`src/rtl/lcd_pkg.sv`:
```
// rtl/lcd_pkg.sv - shared states, timing defaults and command codes for the LCD nibble writer
package lcd_pkg;

  typedef enum logic [3:0] {
    ST_IDLE,
    ST_HI_SETUP,
    ST_HI_PULSE,
    ST_HI_HOLD,
    ST_GAP,
    ST_LO_SETUP,
    ST_LO_PULSE,
    ST_LO_HOLD,
    ST_WAIT
  } lcd_state_e;

  // Default timings in 50 MHz clock cycles
  localparam int DEF_SETUP_CYCLES = 2;
  localparam int DEF_PULSE_CYCLES = 12;
  localparam int DEF_HOLD_CYCLES  = 1;
  localparam int DEF_GAP_CYCLES   = 50;
  localparam int DEF_WAIT_CYCLES  = 2000;
  localparam int DEF_CLEAR_CYCLES = 82000;
  localparam int DEF_CNT_W        = 20;

  localparam logic [7:0] CMD_CLEAR = 8'h01;
  localparam logic [7:0] CMD_HOME  = 8'h02;

  // Clear and return-home (bit 0 is don't-care for home) need the long execution wait
  function automatic logic is_long_cmd(input logic [7:0] cmd);
    return (cmd == CMD_CLEAR) || (cmd == CMD_HOME) || (cmd == (CMD_HOME | 8'h01));
  endfunction

endpackage

```
`src/rtl/lcd_delay_counter.sv`:
```
// rtl/lcd_delay_counter.sv - loadable down-counter with zero flag for state timing
module lcd_delay_counter #(
  parameter int CNT_W = 20
) (
  input  logic             Clock,
  input  logic             Reset,
  input  logic             load,
  input  logic [CNT_W-1:0] load_value,
  output logic             zero
);

  logic [CNT_W-1:0] count;

  // Load takes priority; otherwise count down and park at zero
  always_ff @(posedge Clock or negedge Reset) begin
    if (!Reset) begin
      count <= '0;
    end else if (load) begin
      count <= load_value;
    end else if (count != '0) begin
      count <= count - 1'b1;
    end
  end

  assign zero = (count == '0);

endmodule

```
`src/rtl/lcd_nibble_writer.sv`:
```
// rtl/lcd_nibble_writer.sv - byte-to-nibble timing engine driving 4-bit character LCD pins
module lcd_nibble_writer
  import lcd_pkg::*;
#(
  parameter int SETUP_CYCLES = DEF_SETUP_CYCLES,
  parameter int PULSE_CYCLES = DEF_PULSE_CYCLES,
  parameter int HOLD_CYCLES  = DEF_HOLD_CYCLES,
  parameter int GAP_CYCLES   = DEF_GAP_CYCLES,
  parameter int WAIT_CYCLES  = DEF_WAIT_CYCLES,
  parameter int CLEAR_CYCLES = DEF_CLEAR_CYCLES,
  parameter int CNT_W        = DEF_CNT_W
) (
  input  logic       Clock,
  input  logic       Reset,
  input  logic       iWrite,
  input  logic [7:0] iData,
  input  logic       iRegisterSelect,
  input  logic       iNibbleOnly,
  output logic       oReady,
  output logic       oDone,
  output logic       oLCD_Enabled,
  output logic       oLCD_RegisterSelect,
  output logic [3:0] oLCD_Data,
  output logic       oLCD_ReadWrite,
  output logic       oLCD_StrataFlashControl
);

  // Counter loads are N-1 so that each timed state lasts exactly N cycles
  localparam logic [CNT_W-1:0] LD_SETUP = CNT_W'(SETUP_CYCLES - 1);
  localparam logic [CNT_W-1:0] LD_PULSE = CNT_W'(PULSE_CYCLES - 1);
  localparam logic [CNT_W-1:0] LD_HOLD  = CNT_W'(HOLD_CYCLES - 1);
  localparam logic [CNT_W-1:0] LD_GAP   = CNT_W'(GAP_CYCLES - 1);
  localparam logic [CNT_W-1:0] LD_WAIT  = CNT_W'(WAIT_CYCLES - 1);
  localparam logic [CNT_W-1:0] LD_CLEAR = CNT_W'(CLEAR_CYCLES - 1);

  lcd_state_e       state, state_n;
  logic [7:0]       byte_q, byte_n;
  logic             rs_q, rs_n;
  logic             nib_q, nib_n;
  logic             accept;
  logic             cnt_zero;
  logic             cnt_load;
  logic [CNT_W-1:0] cnt_value;
  logic             long_wait;
  logic             e_n;
  logic             rs_out_n;
  logic [3:0]       data_n;
  logic             ready_n;
  logic             done_n;

  assign accept = iWrite && oReady;

  lcd_delay_counter #(.CNT_W(CNT_W)) u_delay (
    .Clock      (Clock),
    .Reset      (Reset),
    .load       (cnt_load),
    .load_value (cnt_value),
    .zero       (cnt_zero)
  );

  // State, latched write and all pin outputs are registered together
  always_ff @(posedge Clock or negedge Reset) begin
    if (!Reset) begin
      state               <= ST_IDLE;
      byte_q              <= '0;
      rs_q                <= 1'b0;
      nib_q               <= 1'b0;
      oReady              <= 1'b1;
      oDone               <= 1'b0;
      oLCD_Enabled        <= 1'b0;
      oLCD_RegisterSelect <= 1'b0;
      oLCD_Data           <= '0;
    end else begin
      state               <= state_n;
      byte_q              <= byte_n;
      rs_q                <= rs_n;
      nib_q               <= nib_n;
      oReady              <= ready_n;
      oDone               <= done_n;
      oLCD_Enabled        <= e_n;
      oLCD_RegisterSelect <= rs_out_n;
      oLCD_Data           <= data_n;
    end
  end

  // Next state, latch capture, counter load and next pin values derived from the next state
  always_comb begin
    state_n   = state;
    byte_n    = byte_q;
    rs_n      = rs_q;
    nib_n     = nib_q;
    cnt_value = '0;
    e_n       = 1'b0;
    data_n    = '0;
    rs_out_n  = 1'b0;
    done_n    = 1'b0;

    case (state)
      ST_IDLE: begin
        if (accept) begin
          byte_n  = iData;
          rs_n    = iRegisterSelect;
          nib_n   = iNibbleOnly;
          state_n = iNibbleOnly ? ST_LO_SETUP : ST_HI_SETUP;
        end
      end
      ST_HI_SETUP: if (cnt_zero) state_n = ST_HI_PULSE;
      ST_HI_PULSE: if (cnt_zero) state_n = ST_HI_HOLD;
      ST_HI_HOLD:  if (cnt_zero) state_n = ST_GAP;
      ST_GAP:      if (cnt_zero) state_n = ST_LO_SETUP;
      ST_LO_SETUP: if (cnt_zero) state_n = ST_LO_PULSE;
      ST_LO_PULSE: if (cnt_zero) state_n = ST_LO_HOLD;
      ST_LO_HOLD:  if (cnt_zero) state_n = ST_WAIT;
      ST_WAIT: begin
        if (cnt_zero) begin
          state_n = ST_IDLE;
          done_n  = 1'b1;
        end
      end
      default: state_n = ST_IDLE;
    endcase

    long_wait = !rs_n && !nib_n && is_long_cmd(byte_n);
    cnt_load  = (state_n != state);

    case (state_n)
      ST_HI_SETUP, ST_LO_SETUP: cnt_value = LD_SETUP;
      ST_HI_PULSE, ST_LO_PULSE: cnt_value = LD_PULSE;
      ST_HI_HOLD, ST_LO_HOLD:   cnt_value = LD_HOLD;
      ST_GAP:                   cnt_value = LD_GAP;
      ST_WAIT:                  cnt_value = long_wait ? LD_CLEAR : LD_WAIT;
      default:                  cnt_value = '0;
    endcase

    case (state_n)
      ST_HI_SETUP, ST_HI_HOLD:  data_n = byte_n[7:4];
      ST_HI_PULSE: begin
        data_n = byte_n[7:4];
        e_n    = 1'b1;
      end
      ST_LO_SETUP, ST_LO_HOLD:  data_n = byte_n[3:0];
      ST_LO_PULSE: begin
        data_n = byte_n[3:0];
        e_n    = 1'b1;
      end
      default:                  data_n = '0;
    endcase

    rs_out_n = (state_n != ST_IDLE) ? rs_n : 1'b0;
    ready_n  = (state_n == ST_IDLE);
  end

  assign oLCD_ReadWrite          = 1'b0;
  assign oLCD_StrataFlashControl = 1'b1;

endmodule
```
`config.mk`:
```
export PLATFORM = sky130hd
export DESIGN_NAME = lcd_nibble_writer
export DESIGN_NICKNAME = d
export VERILOG_FILES = /design/src/rtl/lcd_pkg.sv /design/src/rtl/lcd_delay_counter.sv /design/src/rtl/lcd_nibble_writer.sv
export SDC_FILE = /design/constraint.sdc
export NUM_CORES = 1
export LEC_CHECK = 0
export ABC_CLOCK_PERIOD_IN_PS = 2100
export CELL_PAD_IN_SITES_DETAIL_PLACEMENT = 1
export CELL_PAD_IN_SITES_GLOBAL_PLACEMENT = 1
export CORE_MARGIN = 2
export CORE_UTILIZATION = 31
export DETAILED_ROUTE_END_ITERATION = 8
export GPL_TIMING_DRIVEN = 1
export PLACE_DENSITY_LB_ADDON = 0.05
export SETUP_SLACK_MARGIN = 0.02
export SYNTH_ARGS = -nofsm -noshare
export SYNTH_HDL_FRONTEND = slang
export SYNTH_SLANG_ARGS = --single-unit
```
`constraint.sdc`:
```
create_clock -name Clock -period 2.1 [get_ports Clock]
set_input_delay 0.21 -clock Clock [delete_from_list [all_inputs] [get_ports Clock]]
set_output_delay 0.21 -clock Clock [all_outputs]
set_load 0.03 [all_outputs]
```
==> impl_results.md, run 1 <==
- Status: finished, final reports clean
- Worst EP required: 2.33 ns
- Mean Syn Cell Area: ~9.5 um2
- Post-synth top area cell: dfrtp_1
- Slew headroom: 67.2%
- Multi-input gate area: 1330 um2
- Tcrit/Tclk final: 98.9%
- Clock slew at reported path FFs: 0.09 ns
- Final WS setup: 0.0227 ns
- Initial core utilization: 32.1%
- First-pass GRT wire length: ~12 mm
- Clock sink count: 42
- Power per cell area: 1250 nW/um2
- Row cnt: 31
- Max IR drop VDD: 0.416 mV
- CORE AREA: 7290 um2
- Num CTS Buffers: 5
- Setup CP Type: reg -> reg
- Library cells used by synthesis: between 40 and 50
- Filler cell count: between 800 and 900
- Cell internal pwr: 2510 uW
- Worst min-delay path class: in -> async
- CTS Buffer Depth: 2
- Die footprint: 8260 um2
- Post-DRT Antenna Nets: 0
- Synthesized cell area: 2340 um2
- Final min period: approximately 2.1 ns
- Syn. warnings: 0
- Layout cells sized above 1: 33.1%
- Largest net degree at the start of global routing: 25
- Skew final: 0.00753 ns
- Pleak: about 0.0014 uW
- Startpoint types: register
- Top-area cell type share of the netlist area: 43.8%
- Grt total ovfl: 0
- Initial antenna violation count: 0
- Register area: 1050 um2
- P_sw: 1670 uW
- Final hold vios: 0
- Drt drc: 0
- H-tree depth: 2
- Cells after Synth: 246
- Clock power frac: 13.1%
- Area delta synth->final: 42.3%
- Sequential power share: 33.9%
- Gate power share: 53.0%
- Sequential area share after synthesis: 44.9%
- Top post-synthesis cells by area: dfrtp_1, mux2_2, xnor2_1
- Yosys reg bits: 42
- Top-count cell post-synth: dfrtp_1
- PortBufs: 20
- RSZ-0062 raised after global routing: yes
- Vias in the first global route: 2322
- Clock root buffer master: clkbuf_8
- GP Congestion: 0.805
- Post-Layout Cell Count: roughly 420
- Placed insts: 408
- Die width: approximately 90 um
- TritonRoute pass-1 iters: 4
- Via/cell ratio: about 5
- Ant. Diodes: 0
- Final setup fails: 0
- Slew Viols, Final: 0
- Routed vias: between 2000 and 2500
- CTS tree: yes
- Die height: 90.9 um
- Total track usage: 18.5%
- FMAX: 481 MHz
- Final wirelength: 7.29 mm
- Post-synth top cells: dfrtp_1, nor2_1, nand3_1
- Post-synth top flop: dfrtp_1
- Post-synth EDFFs: 0
- Worst slack at placement: -0.232 ns
- Slew @ Worst Pin: 0.479 ns
- FFs w/ async S/R, synth: 100%
- Post-layout util: 45.7%
- Ports: 23
- Max-Cap Viols: 0
- Nets: 337
- Final HPWL DP: 5.65 mm
- Sw Share: between 30% and 40%
- Wire length per cell: 17.3 um
- Synth Net Count: between 200 and 300
- DR iter-0 viols: 54
- Critical Path End Type: register
- Worst-path maximum fanout: 4
- Clk Latency, worst-skew pair: 0.31 ns
- Worst Path Arrival: 2.31 ns
[what timing repair did]
item | CTS | global route
cloned | 0 | 0
endpoints found under the setup margin | 27 | 26
pin swaps | 0 | 8
endpoints found under the hold margin | 18 | 0
resized for setup | 7 | 20
hold buffers | 1 | 0
buffers inserted | 0 | 5
[cell usage in the layout, fill, tap and decap left out, types with 2 or more instances in the layout]
master,n
buf_4,58
dfrtp_1,41
clkdlybuf4s50_1,19
nor2_1,17
nand2_1,16
nand3_1,15
a21oi_1,11
xnor2_1,10
inv_1,9
o31ai_1,8
mux2_2,8
nor3_1,7
o21ai_0,7
nor4_1,7
nand4_1,5
a21o_1,5
xor2_1,5
clkbuf_8,5
nor4_4,4
mux2i_1,4
nor4_2,3
and2_1,3
or4_4,3
o211ai_1,3
o2bb2ai_2,2
or4_1,2
or3_1,2
ha_1,2
conb_1,2
buf_6,2
buf_12,2
[worst paths after layout]
check                      slack (ns)                end               from  cells past startpoint
hold reg to reg                  0.52              nib_q              nib_q                      2
min in group Clock               0.52              nib_q              nib_q                      2
setup / recovery                 0.02  u_delay.count[17]  u_delay.count[11]                      4
max in group asynchronous        1.13             oReady              Reset                      3
hold / removal                   0.39   u_delay.count[9]              Reset                      2
setup reg to reg                 0.02  u_delay.count[17]  u_delay.count[11]                      4
[state kept, by name, summed over array words and instances, names as in the netlist]
| signal | cells |
|---|---|
| nib_q | 1 |
| u_delay.count | 20 |
| oLCD_RegisterSelect | 1 |
| oReady | 1 |
| state | 4 |
| oDone | 1 |
| rs_q | 1 |
| oLCD_Enabled | 1 |
| oLCD_Data | 4 |
| byte_q | 8 |
[layer usage]
layer / routed length, um / up-vias / global-route usage, %
met5: 0 / - / 0
met4: 77 / 0 / 4.92
met3: 181 / 6 / 2.75
met2: 3650 / 30 / 31.5
met1: 3380 / 1075 / 24.7
li1: - / 1047 / -
[power groups by stage]
| stage | clock [uW] | combinational (uW) | sequential (uW) |
|---|---|---|---|
| 2_1_floorplan | 0 | 1020 | 1470 |
| 3_5_place_dp | 0 | 2010 | 1400 |
| 4_1_cts | 570 | 2050 | 1390 |
| 6_report | 545 | 2210 | 1420 |
| 5_1_grt | 601 | 2450 | 1460 |
| 3_3_place_gp | 0 | 1980 | 1390 |
[area by class of cell]
class                   instances  share of cell area [%]
clock buffers                   6                    2.18
clock inverters                 2                   0.413
inverters                       9                    1.01
multi-input cells             181                    40.0
flip-flops and latches         42                    31.6
well taps                      99                    3.72
repair buffers                 83                    21.1
[cells by family (layout without fill, tap and decap cells)]
kind of cell	after synthesis	count (layout)	synth area share (%)
compound gates	51	51	14.9
xor+xnor	15	15	5.61
fa+ha+maj	2	2	1.07
buf+inv	23	100	4.28
flops	42	42	44.9
mux	13	13	5.99
other cells	2	2	0.321
simple gates	98	98	22.9
[stage by stage]
step | power [uW] | setup TNS [ns] | instance area, um2 | hold WS (ns)
global route | 4510 | -0.0168 | 3330 | 0.440
CTS | 4020 | 0 | 3180 | 0.411
global placement | 3370 | -0.643 | 3050 | 0.201
detailed placement | 3410 | -1.70 | 3050 | 0.207
finish | 4170 | 0 | 3330 | 0.390
floorplan | 2480 | 0 | 2350 | -0.0856
[worst max-delay path, cell delays in order, from the launching register on]
cell and delay [ns]:
dfrtp_1 0.42, or4_4 0.53, or3_4 0.44, or4_4 0.49
a21oi_2 0.13
No activity file was read; power rests on OpenSTA's default activity.
==> inputs of run 2 (changes only) <==
ABC_CLOCK_PERIOD_IN_PS = 1900   (was 2100)
CORE_ASPECT_RATIO = 0.75   (was unset)
CORE_MARGIN = 5   (was 2)
clock period = 1.9 ns   (was 2.1 ns; I/O delays follow)
==> impl_results.md, run 2 (same netlist as run 1, synthesis figures left out) <==
- Status: complete, but fails checks
- Failing checks: setup timing
- Most frequent cells in the layout: buf_4, dfrtp_1, clkdlybuf4s50_1
- H-tree depth: 2 (unchanged)
- Sw Share: 42.0% (+2.0 points)
- Max FFs per register: 20 (unchanged)
- Ports: 23 (unchanged)
- Worst EP required: 2.15 ns (-0.18 ns)
- Total track usage: 19.2% (+0.62 points)
- Worst min-delay path class: in -> async
- RSZ-0062 raised after global routing: yes
- Worst slack at placement: -0.330 ns (-0.0982 ns)
- PortBufs: 20 (unchanged)
- TritonRoute pass-1 iters: 4 (unchanged)
- Cell internal pwr: 3270 uW (+31%)
- CORE AREA: 7360 um2 (+1.0%)
- Row cnt: 27 (-13%)
- Clock sink count: 42 (unchanged)
- Clock slew at reported path FFs: 0.09 ns (about the same)
- Post-DRT Antenna Nets: 0 (unchanged)
- Multi-input gate area: 1730 um2 (+30%)
- Final WS setup: -0.184 ns (-0.207 ns)
- Routed vias: 2403 (+11%)
- FMAX: 480 MHz (-0.34%)
- Power per cell area: 1350 nW/um2 (+8.0%)
- Num CTS Buffers: 5 (unchanged)
- Setup CP Type: reg -> reg
- Initial core utilization: 31.8% (-0.32 points)
- CTS Buffer Depth: 2 (unchanged)
- Final HPWL DP: 6.07 mm (+7.5%)
- FF-to-FF setup slack: -0.18 ns (-0.21 ns)
- Nets: 383 (+14%)
- Slew @ Worst Pin: 0.559 ns (+0.0794 ns)
- Sequential power share: 27.5% (-6.4 points)
- First-pass GRT wire length: 13.7 mm (+13%)
- Drt drc: 0 (unchanged)
- Largest net degree at the start of global routing: 23 (-8.0%)
- Gate power share: 61.5% (+8.5 points)
- Commonest non-fill, non-tap cell in the layout: buf_4
- Final setup fails: 25 (+25)
- Max-Cap Viols: 0 (unchanged)
- Wire length per cell: 19.4 um (+12%)
- CTS tree: yes
- Largest registers: u_delay.count x20, byte_q x8
- Skew final: 0.00693 ns (-0.000599 ns)
- Clk Latency, worst-skew pair: 0.31 ns (about the same)
- Startpoint types: register
- Tcrit/Tclk final: 110% (+11 points)
- Die width: 110 um (+21%)
- Grt total ovfl: 0 (unchanged)
- Final min period: 2.08 ns (+0.00717 ns)
- Top reg by flops: u_delay.count
- Via/cell ratio: 5.11 (about the same)
- Ant. Diodes: 0 (unchanged)
- Final hold vios: 0 (unchanged)
- Critical Path End Type: register
- DR iter-0 viols: 75 (+39%)
- Area delta synth->final: 78.1%
- Die footprint: 9410 um2 (+14%)
- Die height: 85.3 um (-6.2%)
- Filler cell count: 811 (-6.8%)
- Final wirelength: 9.10 mm (+25%)
- Clock power frac: 11.0% (-2.1 points)
- GP Congestion: 0.828 (+2.9%)
- Worst-path maximum fanout: 5 (+1)
- Vias in the first global route: 2502 (+7.8%)
- P_sw: 2370 uW (+42%)
- Clock root buffer master: clkbuf_8
- Register area: 1060 um2 (+0.36%)
- Initial antenna violation count: 0 (unchanged)
- Final hold slack: 0.392 ns (+0.00246 ns)
- Layout cells sized above 1: 55.3% (+22 points)
- Worst Path Arrival: 2.34 ns (+0.03 ns)
- Slew Viols, Final: 0 (unchanged)
- Pleak: 0.00176 uW (+22%)
- Max IR drop VDD: 0.603 mV (+45%)
- Slew headroom: 62.8% (-4.5 points)
- Total power: 5640 uW (+35%)
[run 2: cell type report]
| type | count | area share (%) |
|---|---|---|
| Clock inverter | 3 | 0.510 |
| Timing Repair Buffer | 129 | 27.1 |
| Inverter | 9 | 0.900 |
| Multi-Input combinational cell | 181 | 41.5 |
| Clock buffer | 5 | 1.65 |
| Tap cell | 101 | 3.03 |
| Sequential cell | 42 | 25.3 |
[run 2: metrics by stage]
stage,cell area [um2],TNS (ns),util [%],std cells
4_1_cts,3800,-0.935,51.6,457
2_1_floorplan,2430,-0.169,-,246
3_3_place_gp,3290,-4.38,44.7,434
6_report,4170,-2.44,56.6,470
3_5_place_dp,3290,-6.14,44.7,434
5_1_grt,4170,-4.68,56.6,470
[run 2: critical path, cell delays in order (launching register included)]
cell and delay (ns):
dfrtp_1 0.42, nor4_4 0.27, buf_4 0.19, buf_6 0.11, nand3_4 0.09, or4_4 0.59
a31oi_4 0.22, a21o_1 0.11
[run 2: repair_timing]
action                     CTS  global route
resized for setup           59            59
setup endpoints to repair   31            31
hold buffers                 1             0
setup buffers               14            14
pin swaps                   19            28
hold endpoints to repair    20             0
[run 2: routing by layer]
| layer | vias to the layer above | wire length [um] | part of all wire (%) | track usage (%) |
|---|---|---|---|---|
| met4 | 0 | 109 | 1.2 | 5.48 |
| li1 | 1136 | - | - | - |
| met1 | 1234 | 4580 | 50 | 27.1 |
| met5 | - | 0 | 0 | 0 |
| met2 | 23 | 4200 | 46 | 29.4 |
| met3 | 10 | 206 | 2.3 | 4.03 |
[run 2: final timing paths]
path                                        start                end  cells past startpoint
worst max-delay path            u_delay.count[10]   u_delay.count[7]                      7
worst min-delay path                        Reset          byte_q[6]                      2
worst max register to register  u_delay.count[10]   u_delay.count[7]                      7
min in group Clock                      byte_q[7]          byte_q[7]                      1
max in group asynchronous                   Reset  u_delay.count[12]                      3
worst min register to register          byte_q[7]          byte_q[7]                      1
[run 2: power groups by stage]
stage	combinational, uW	sequential (uW)	clock (uW)
2_1_floorplan	1190	1660	0
3_3_place_gp	2510	1530	0
3_5_place_dp	2560	1540	0
4_1_cts	2980	1540	633
5_1_grt	3710	1600	681
6_report	3470	1550	622
